`config.mk`:
```
export PLATFORM = sky130hd
export DESIGN_NAME = sine_voice_sched
export DESIGN_NICKNAME = d
export VERILOG_FILES = /design/src/rtl/sine_sched_pkg.sv /design/src/rtl/sine_phase_wrap.sv /design/src/rtl/sine_voice_sched.sv
export SDC_FILE = /design/constraint.sdc
export NUM_CORES = 1
export LEC_CHECK = 0
export ABC_CLOCK_PERIOD_IN_PS = 6790
export BUFFER_PORTS_ARGS = -buffer_cell sky130_fd_sc_hd__clkbuf_2
export CAP_MARGIN = 10
export CORE_MARGIN = 5
export CORE_UTILIZATION = 35
export CTS_BUF_LIST = sky130_fd_sc_hd__clkbuf_16
export DETAILED_ROUTE_END_ITERATION = 16
export GPL_TIMING_DRIVEN = 0
export PLACE_DENSITY = 0.59
export REMOVE_ABC_BUFFERS = 1
export SETUP_SLACK_MARGIN = 0.2
export SLEW_MARGIN = 20
export SYNTH_ARGS = -nofsm -noshare
export SYNTH_HDL_FRONTEND = slang
export SYNTH_SLANG_ARGS = --single-unit
```
`constraint.sdc`:
```
create_clock -name s_clk -period 6.79 [get_ports s_clk]
set_input_delay 0.679 -clock s_clk [delete_from_list [all_inputs] [get_ports s_clk]]
set_output_delay 0.679 -clock s_clk [all_outputs]
set_load 0.02 [all_outputs]
```
`src/rtl/sine_sched_pkg.sv`:
```
// Shared constants, phase type and scheduler state encoding for the sine voice scheduler.
package sine_sched_pkg;

  localparam int PERIOD   = 501;
  localparam int FRAC     = 6;
  localparam int PHASE_W  = 10 + FRAC;
  localparam int MIDSCALE = 127;
  localparam int LUT_AW   = 10;

  typedef logic [PHASE_W-1:0] phase_t;

  typedef enum logic [1:0] {
    IDLE,
    FETCH,
    ACCUM,
    OUT
  } sched_state_t;

endpackage

```
`src/rtl/sine_phase_wrap.sv`:
```
// Combinational modulo-LIMIT phase adder; both inputs are assumed below LIMIT.
module sine_phase_wrap #(
  parameter int PHASE_W = sine_sched_pkg::PHASE_W,
  parameter int LIMIT   = sine_sched_pkg::PERIOD << sine_sched_pkg::FRAC
) (
  input  logic [PHASE_W-1:0] phase_i,
  input  logic [PHASE_W-1:0] inc_i,
  output logic [PHASE_W-1:0] next_o
);

  logic [PHASE_W:0] sum;

  always_comb begin
    sum = {1'b0, phase_i} + {1'b0, inc_i};
    if (sum >= (PHASE_W+1)'(LIMIT)) begin
      next_o = PHASE_W'(sum - (PHASE_W+1)'(LIMIT));
    end else begin
      next_o = sum[PHASE_W-1:0];
    end
  end

endmodule

```
`src/rtl/sine_voice_sched.sv`:
```
// Time-shares one sine LUT among NUM_VOICES phase accumulators and emits their averaged mix.
// Optional SINE_SCHED_OVR_CNT_EN adds a saturating dropped-tick counter output ovr_count.
module sine_voice_sched #(
  parameter int NUM_VOICES = 4,
  parameter int FRAC       = sine_sched_pkg::FRAC,
  parameter int PERIOD     = sine_sched_pkg::PERIOD,
  localparam int VW        = (NUM_VOICES > 1) ? $clog2(NUM_VOICES) : 1,
  localparam int PW        = 10 + FRAC
) (
  input  logic                              s_clk,
  input  logic                              s_rst_n,
  input  logic                              sample_tick,
  input  logic                              cfg_we,
  input  logic [VW-1:0]                     cfg_voice,
  input  logic [PW-1:0]                     cfg_inc,
  input  logic                              cfg_en,
  output logic [sine_sched_pkg::LUT_AW-1:0] lut_addr,
  input  logic [7:0]                        lut_data,
  output logic [7:0]                        mix_out,
  output logic                              mix_valid,
  output logic                              busy,
  output logic                              overrun
`ifdef SINE_SCHED_OVR_CNT_EN
  ,
  output logic [7:0]                        ovr_count
`endif
);
  import sine_sched_pkg::*;

  localparam int SHIFT = $clog2(NUM_VOICES);
  localparam int SW    = 8 + SHIFT;
  localparam int LIM   = PERIOD << FRAC;
  localparam logic [PW-1:0] INC_MAX = PW'(LIM - 1);

  function automatic logic [PW-1:0] sat_inc(input logic [PW-1:0] inc);
    return (int'(inc) >= LIM) ? INC_MAX : inc;
  endfunction

  sched_state_t          state_q, state_d;
  logic [VW-1:0]         v_q;
  logic [SW-1:0]         sum_q;
  logic [PW-1:0]         phase_q [NUM_VOICES];
  logic [PW-1:0]         inc_q   [NUM_VOICES];
  logic [NUM_VOICES-1:0] en_q;
  logic [9:0]            lut_addr_q;
  logic [7:0]            mix_out_q;
  logic                  mix_valid_q;
  logic [PW-1:0]         next_phase;
  logic [7:0]            samp;
  logic                  last_voice;
  logic                  tick_drop;

  sine_phase_wrap #(
    .PHASE_W (PW),
    .LIMIT   (LIM)
  ) u_wrap (
    .phase_i (phase_q[v_q]),
    .inc_i   (inc_q[v_q]),
    .next_o  (next_phase)
  );

  assign last_voice = (int'(v_q) == NUM_VOICES - 1);
  assign tick_drop  = sample_tick && (state_q != IDLE);
  assign busy       = (state_q != IDLE);
  assign lut_addr   = lut_addr_q;
  assign mix_out    = mix_out_q;
  assign mix_valid  = mix_valid_q;

  always_comb begin
    samp = en_q[v_q] ? lut_data : 8'(MIDSCALE);
  end

  always_comb begin
    state_d = state_q;
    case (state_q)
      IDLE:    if (sample_tick) state_d = FETCH;
      FETCH:   state_d = ACCUM;
      ACCUM:   state_d = last_voice ? OUT : FETCH;
      OUT:     state_d = IDLE;
      default: state_d = IDLE;
    endcase
  end

  always_ff @(posedge s_clk or negedge s_rst_n) begin
    if (!s_rst_n) begin
      state_q <= IDLE;
    end else begin
      state_q <= state_d;
    end
  end

  // Sweep datapath: FETCH registers the LUT address, ACCUM consumes the returned sample.
  always_ff @(posedge s_clk or negedge s_rst_n) begin
    if (!s_rst_n) begin
      v_q         <= '0;
      sum_q       <= '0;
      lut_addr_q  <= '0;
      mix_out_q   <= 8'(MIDSCALE);
      mix_valid_q <= 1'b0;
    end else begin
      mix_valid_q <= 1'b0;
      case (state_q)
        IDLE: begin
          if (sample_tick) begin
            v_q   <= '0;
            sum_q <= '0;
          end
        end
        FETCH: lut_addr_q <= phase_q[v_q][PW-1:FRAC];
        ACCUM: begin
          sum_q <= sum_q + SW'(samp);
          v_q   <= v_q + VW'(1);
        end
        OUT: begin
          mix_out_q   <= 8'(sum_q >> SHIFT);
          mix_valid_q <= 1'b1;
        end
        default: ;
      endcase
    end
  end

  // A disabling config write overrides an advance landing on the same edge.
  always_ff @(posedge s_clk or negedge s_rst_n) begin
    if (!s_rst_n) begin
      for (int i = 0; i < NUM_VOICES; i++) begin
        phase_q[i] <= '0;
        inc_q[i]   <= '0;
      end
      en_q <= '0;
    end else begin
      for (int i = 0; i < NUM_VOICES; i++) begin
        if (state_q == ACCUM && int'(v_q) == i && en_q[i]) begin
          phase_q[i] <= next_phase;
        end
        if (cfg_we && int'(cfg_voice) == i) begin
          inc_q[i] <= sat_inc(cfg_inc);
          en_q[i]  <= cfg_en;
          if (!cfg_en) phase_q[i] <= '0;
        end
      end
    end
  end

`ifdef SINE_SCHED_OVR_CNT_EN
  logic [7:0] ovr_cnt_q;

  always_ff @(posedge s_clk or negedge s_rst_n) begin
    if (!s_rst_n) begin
      ovr_cnt_q <= '0;
    end else if (tick_drop && ovr_cnt_q != 8'hFF) begin
      ovr_cnt_q <= ovr_cnt_q + 8'd1;
    end
  end

  assign ovr_count = ovr_cnt_q;
  assign overrun   = (ovr_cnt_q != 8'd0);
`else
  logic overrun_q;

  always_ff @(posedge s_clk or negedge s_rst_n) begin
    if (!s_rst_n) begin
      overrun_q <= 1'b0;
    end else if (tick_drop) begin
      overrun_q <= 1'b1;
    end
  end

  assign overrun = overrun_q;
`endif

endmodule

```
# --- After elaboration in Yosys (flattened, before gate mapping) ---
# Index checks and enable logic that the tools add are counted.
totals:
  ff_bits: 166
  in_bits: 31
  word_cells: 88
op_classes:
  n_addsub: 4
  magnitude_cmp: 4
  eq_ne: 10
  mux: 31
  bitwise_logic: 1
  n_reduce_logical: 19
op_table:
  columns: ["cell", "count"]
  rows:
  - ["16-bit 2-to-1 mux", 18]
  - ["16-bit binary-select mux with 2-bit select", 2]
  - ["10-bit one-hot mux with 2 select lines", 1]
  - ["16-bit by 16-bit adder with 17-bit output", 1]
  - ["17-bit by 15-bit >= comparator with 1-bit output (second input constant)", 1]
  - ["16-bit by 15-bit >= comparator with 1-bit output (second input constant)", 1]
  - ["16-bit by 15-bit subtractor with 16-bit output (second input constant)", 1]
  - ["1-bit logical AND", 13]
  - ["2-bit equality test (second input constant)", 6]
  - ["10-bit by 8-bit adder with 10-bit output", 1]
  - ["10-bit 2-to-1 mux", 1]
  - ["8-bit 2-to-1 mux", 1]
  - ["2-bit one-hot mux with 4 select lines", 1]
  - ["2-bit by 1-bit equality test with 1-bit output (second input constant)", 3]
  - ["2-bit logical NOT", 3]
  - ["2-bit 2-to-1 mux", 3]
  - ["2-bit one-hot mux with 2 select lines", 1]
  - ["2-bit nonzero test", 2]
  - ["3-bit >= comparator (second input constant)", 1]
  - ["2-bit by 3-bit less-than comparator with 1-bit output (second input constant)", 1]
  - ["2-bit NOT with 3-bit output", 1]
  - ["2-bit by 1-bit adder with 2-bit output (second input constant)", 1]
  - ["1-bit binary-select mux with 2-bit select", 1]
  - ["1-bit 2-to-1 mux", 2]
  - ["other kinds (2)", 2]

# --- Longest topological paths before layout ---
logic_depth:
  depth_word: 10
  mapped_depth: 19
  depth_no_buf: 15

# --- Hierarchy ---
# A second synthesis with hierarchy kept.
hier_totals:
  cells_unflattened: 884
  area_unflattened_um2: 9044.9
modules_own_cells:
  columns: ["module", "instances", "cells_per_inst", "area_each_um2", "seq_area_each_um2"]
  rows:
  - ["sine_voice_sched", 1, 702, 7614.8, 4162.7]
  - ["sine_phase_wrap", 1, 182, 1430.1, 0.0]

# --- Worst setup path before layout ---
# OpenSTA, ideal clock, no wires.
synth_timing:
  path_type: "reg-to-reg"
  from: "register v_q[0]"
  to: "register phase_q[26] in the netlist's numbering"
  setup_time_ps: 137
  arrival_ps: 5179
  setup_slack_ps: 1474
  stages_incl_launch_ff: 18
  path_buffers: 3
  period_less_slack_ps: 5316
  path_cell_list: "dfrtp_1 -> clkbuf_1 -> buf_2 -> buf_1 -> mux4_2 -> ha_1 -> and3_1 -> a2111o_1 -> xor2_1 -> ha_1 -> nor3b_1 -> nand2_1 -> nor4_1 -> nand3_1 -> a2111o_1 -> a21oi_2 -> xnor2_1 -> a21oi_1"
synth_via:
  elab_chain_len: 10
  elab_cells_between_ends: 17
  classes_between: "add/sub (2); order compare (1); eq/ne (1); mux (10); bitwise (1); reduce/logical (2)"
synth_rtl:
  columns: ["element", "line", "rtl"]
  rows:
  - ["from (decl)", "sine_voice_sched.sv:40", "logic [VW-1:0] v_q;"]
  - ["from (signal assigned)", "sine_voice_sched.sv:112", "v_q <= v_q + VW'(1);"]
  - ["2-bit NOT with 3-bit output (implied by the code)", "sine_voice_sched.sv:57, sine_voice_sched.sv:58", null]
  - ["16-bit binary-select mux with 2-bit select, on equally long branches", "sine_voice_sched.sv:57, sine_voice_sched.sv:58", null]
  - ["16-bit 2-to-1 mux, on equally long branches (2 in a row)", "sine_voice_sched.sv:57, sine_voice_sched.sv:58", null]
  - ["16-bit by 16-bit adder with 17-bit output", "sine_phase_wrap.sv:14", "sum = {1'b0, phase_i} + {1'b0, inc_i};"]
  - ["16-bit by 15-bit subtractor with 16-bit output / 17-bit by 15-bit >= comparator with 1-bit output (equally long branches)", "sine_phase_wrap.sv:16, sine_phase_wrap.sv:15", null]
  - ["16-bit 2-to-1 mux", "sine_phase_wrap.sv:15", "if (sum >= (PHASE_W+1)'(LIMIT)) begin"]
  - ["16-bit 2-to-1 mux (*)", "sine_voice_sched.sv:133", "if (state_q == ACCUM && int'(v_q) == i && en_q[i]) begin"]
  - ["16-bit 2-to-1 mux", "sine_voice_sched.sv:139", "if (!cfg_en) phase_q[i] <= '0;"]
  - ["16-bit 2-to-1 mux (*)", "sine_voice_sched.sv:136", "if (cfg_we && int'(cfg_voice) == i) begin"]
  - ["to (signal, indexed assignment)", "sine_voice_sched.sv:134", "phase_q[i] <= next_phase;"]
  - ["to (decl)", "sine_voice_sched.sv:42", "logic [PW-1:0] phase_q [NUM_VOICES];"]
# Every way passes the cells marked *; elsewhere a longest branch is shown, timed or not. The select of a mux whose other input is x is not followed.
# A chain may end at the register's enable or synchronous reset.

# --- Worst setup path in the final report ---
layout_timing:
  from: "register v_q[0]"
  to: "register phase_q[60] in the netlist's numbering"
# Same word-level chain as after synthesis.

==> results.cfg <==
[hold_path]
min_path_type = in2async

[clocking]
ctsResizeCount = 0
cts.clk_slew.worst_paths_ps = 70
root_buffer = clkbuf_16
cts_buffer_depth = 2
cts-buffers-inserted = 17
cts_tree = done
insertion_delay_ps = 430
cts_hold_buf = 0
cts_setup_buffers = 0
cts_sinks = 166
cts_max_level = 4

[detailed_routing]
via_count = 6270
drtPass1Iterations = 4
postRouteAntennaNets = 0
viasPerCell = 5.278
wl_mm = 20.39
drc = 0
wl_per_cell_um = 17.16
drtIter0Drc = 385

[global_routing]
grt_start_max_net_pins = 87
grt_pass1_wl_mm = 33.54
overflow = 0
antenna_found_initial = 0
grt_pass1_vias = 6192
grt_use_total = 0.1489

[floorplan]
die-area_um2 = 27900
start_util = 0.3549
coreArea_um2 = 24320
die_w_um = 167.0
rows = 57
die-height_um = 167.0
pin_count = 52

[yosys]
synth_ff_type = dfrtp_1
synth_cells = 823
synth_edf_count = 0
netlist_area_um2 = 8632
synth_top_area_frac = 0.4609
synth_top_area_cell = dfrtp_1
synthDistinctLibCells = 64
ys_async_sr_fraction = 1.000
seq_area_frac_synth = 0.4822
yosys-top-cells-area = dfrtp_1 (46%), mux4_2 (8.6%), nand2_1 (5.3%), a21oi_1 (4.6%), ha_1 (4.3%)
synth_seq_cells = 166
yosysWarnings = 0
synth_area_per_cell_um2 = 10.49

[critical_path]
arrival_ps = 5870
path_class = reg2reg
end_kind = flop
rrSetupSlack_ps = 1200
cp-start-kind = flop
required_ps = 7070
cp_max_fo = 23

[place]
place_congestion = 0.7923
place_ws_ps = 1094
port_buffers = 51
hpwl_mm = 13.79

[power]
p_sw_mw = 2.303
p_leak_nw = 4.407
internal_power_mw = 3.016
power.density_nw_per_um2 = 539.7
p_comb_frac = 0.539
clock_power_share = 0.180
p_total_mw = 5.319
seq_power_share = 0.281
worst_ir_drop_vdd_uv = 230.6
swShare = 0.4330

[final_layout]
drive_gt1_frac = 0.2072
fin_util = 0.4053
diodes = 0
nNetsFinal = 915
fill_cells = 2350
syn_to_final_growth_pct = 14.18

[timing]
hold_viol = 0
postLayoutSetupSlackWorst_ps = 1198
fin_crit_ps = 5592
fin_crit_sh = 0.8236
max-slew-margin-rel = 0.3462
fin_skew_ps = 10.57
finalMaxSlewViolations = 0
hold-worst-slack_ps = 276.7
worst_pin_slew_ps = 980.7
max_freq_mhz = 178.8
finalSetupViolations = 0
grt_setup_unrepaired = false

[run]
cap_violations = 0

[run_status]
status = completed
[stage by stage]
| step | instance area (µm²) | cells | setup TNS, ps |
|---|---|---|---|
| 2_1_floorplan | 8443 | 774 | 0 |
| 3_3_place_gp | 9104 | 1149 | -2362 |
| 3_5_place_dp | 9275 | 1157 | 0 |
| 4_1_cts | 9851 | 1188 | 0 |
| 5_1_grt | 9856 | 1188 | 0 |
| 6_report | 9856 | 1188 | 0 |
[path summary, 6_finish.rpt]
| kind | from | end | cells past startpoint |
|---|---|---|---|
| hold reg to reg | overrun | overrun | 1 |
| min in group s_clk | overrun | overrun | 1 |
| hold / removal | s_rst_n | lut_addr[6] | 1 |
| setup reg to reg | v_q[0] | phase_q[60] | 16 |
| setup / recovery | v_q[0] | phase_q[60] | 16 |
| max in group asynchronous | s_rst_n | phase_q[2] | 2 |
[kinds of logic (layout without fill, tap and decap cells)]
logic type,count (synthesis),after routing,synth area share
adders and majority gates,32,32,0.04812
AOI/OAI and AO/OA,253,253,0.1783
buffers and inverters,65,106,0.02884
xor gates and xnor gates,18,18,0.02000
DFF,166,166,0.4822
muxes,59,59,0.1202
and+or+nand+nor,230,230,0.1223
[critical path, stage by stage, from the launching register on]
cell	delay [ps]
dfrtp_4	610
buf_12	270
mux4_2	560
ha_1	250
fa_1	410
a21o_1	190
a2111o_1	490
xor2_1	230
ha_1	210
nor3b_1	180
nand2_1	80
nor4_1	420
nand3_1	290
a2111oi_1	580
o21ai_1	130
xor2_1	390
a21oi_1	130
[state kept, by name (all words and copies together) (netlist names)]
| register | flops |
|---|---|
| en_q | 4 |
| inc_q | 64 |
| lut_addr | 10 |
| mix_out | 8 |
| mix_valid | 1 |
| overrun | 1 |
| phase_q | 64 |
| state_q | 2 |
| sum_q | 10 |
| v_q | 2 |
[synthesized netlist by cell type, types with 3 or more instances]
cell,instances
dfrtp_1,159
nand2_1,121
a21oi_1,80
o21ai_0,69
clkbuf_1,40
o22ai_1,36
mux4_2,33
nor2_1,31
ha_1,30
mux2_2,24
inv_1,16
nand3_1,14
and3_1,12
nand2b_1,12
xnor2_1,11
a21o_1,9
a22o_1,8
and2_1,8
a211oi_1,7
dfstp_2,7
nor2b_1,7
nor3_1,7
o21ai_1,7
buf_1,5
xor2_1,5
a31oi_1,4
buf_2,4
a2111o_1,3
nand3b_1,3
nor3b_1,3
o21a_1,3
or2_2,3
or3_1,3
[cells in the final DEF (no fill, tap or decap), types with 24 or more instances in the layout]
cell type	netlist	routed
a21oi_1	80	80
clkbuf_2	0	50
dfrtp_1	159	157
ha_1	30	30
mux2_2	24	24
mux4_2	33	33
nand2_1	121	121
nor2_1	31	31
o21ai_0	69	69
o22ai_1	36	36
[per-layer routing]
| metal | global-route usage | vias up | wire, µm |
|---|---|---|---|
| li1 | - | 3067 | - |
| met1 | 0.2195 | 3075 | 10130 |
| met2 | 0.2244 | 114 | 9243 |
| met3 | 0.03224 | 14 | 836 |
| met4 | 0.03664 | 0 | 177 |
| met5 | 0 | - | 0 |
[final cells by class]
| type | count | area [µm²] | area share |
|---|---|---|---|
| Clock buffer | 17 | 425.4 | 0.04316 |
| Clock inverter | 14 | 150.1 | 0.01523 |
| Inverter | 16 | 60.06 | 0.006094 |
| Multi-Input combinational cell | 592 | 4235 | 0.4297 |
| Sequential cell | 166 | 4168 | 0.4229 |
| Tap cell | 324 | 405.4 | 0.04113 |
| Timing Repair Buffer | 59 | 411.6 | 0.04177 |
[power groups by stage]
| stage | Combinational, mW | Clock, mW | Sequential, mW |
|---|---|---|---|
| after global routing | 3.16 | 1.02 | 1.54 |
| final | 2.87 | 0.959 | 1.49 |
| after global placement | 2.74 | 0 | 1.56 |
| after detailed placement | 2.85 | 0 | 1.52 |
| after CTS | 2.88 | 0.981 | 1.50 |
| after floorplan | 2.11 | 0 | 1.54 |
Power figures use the tool's default switching activity.
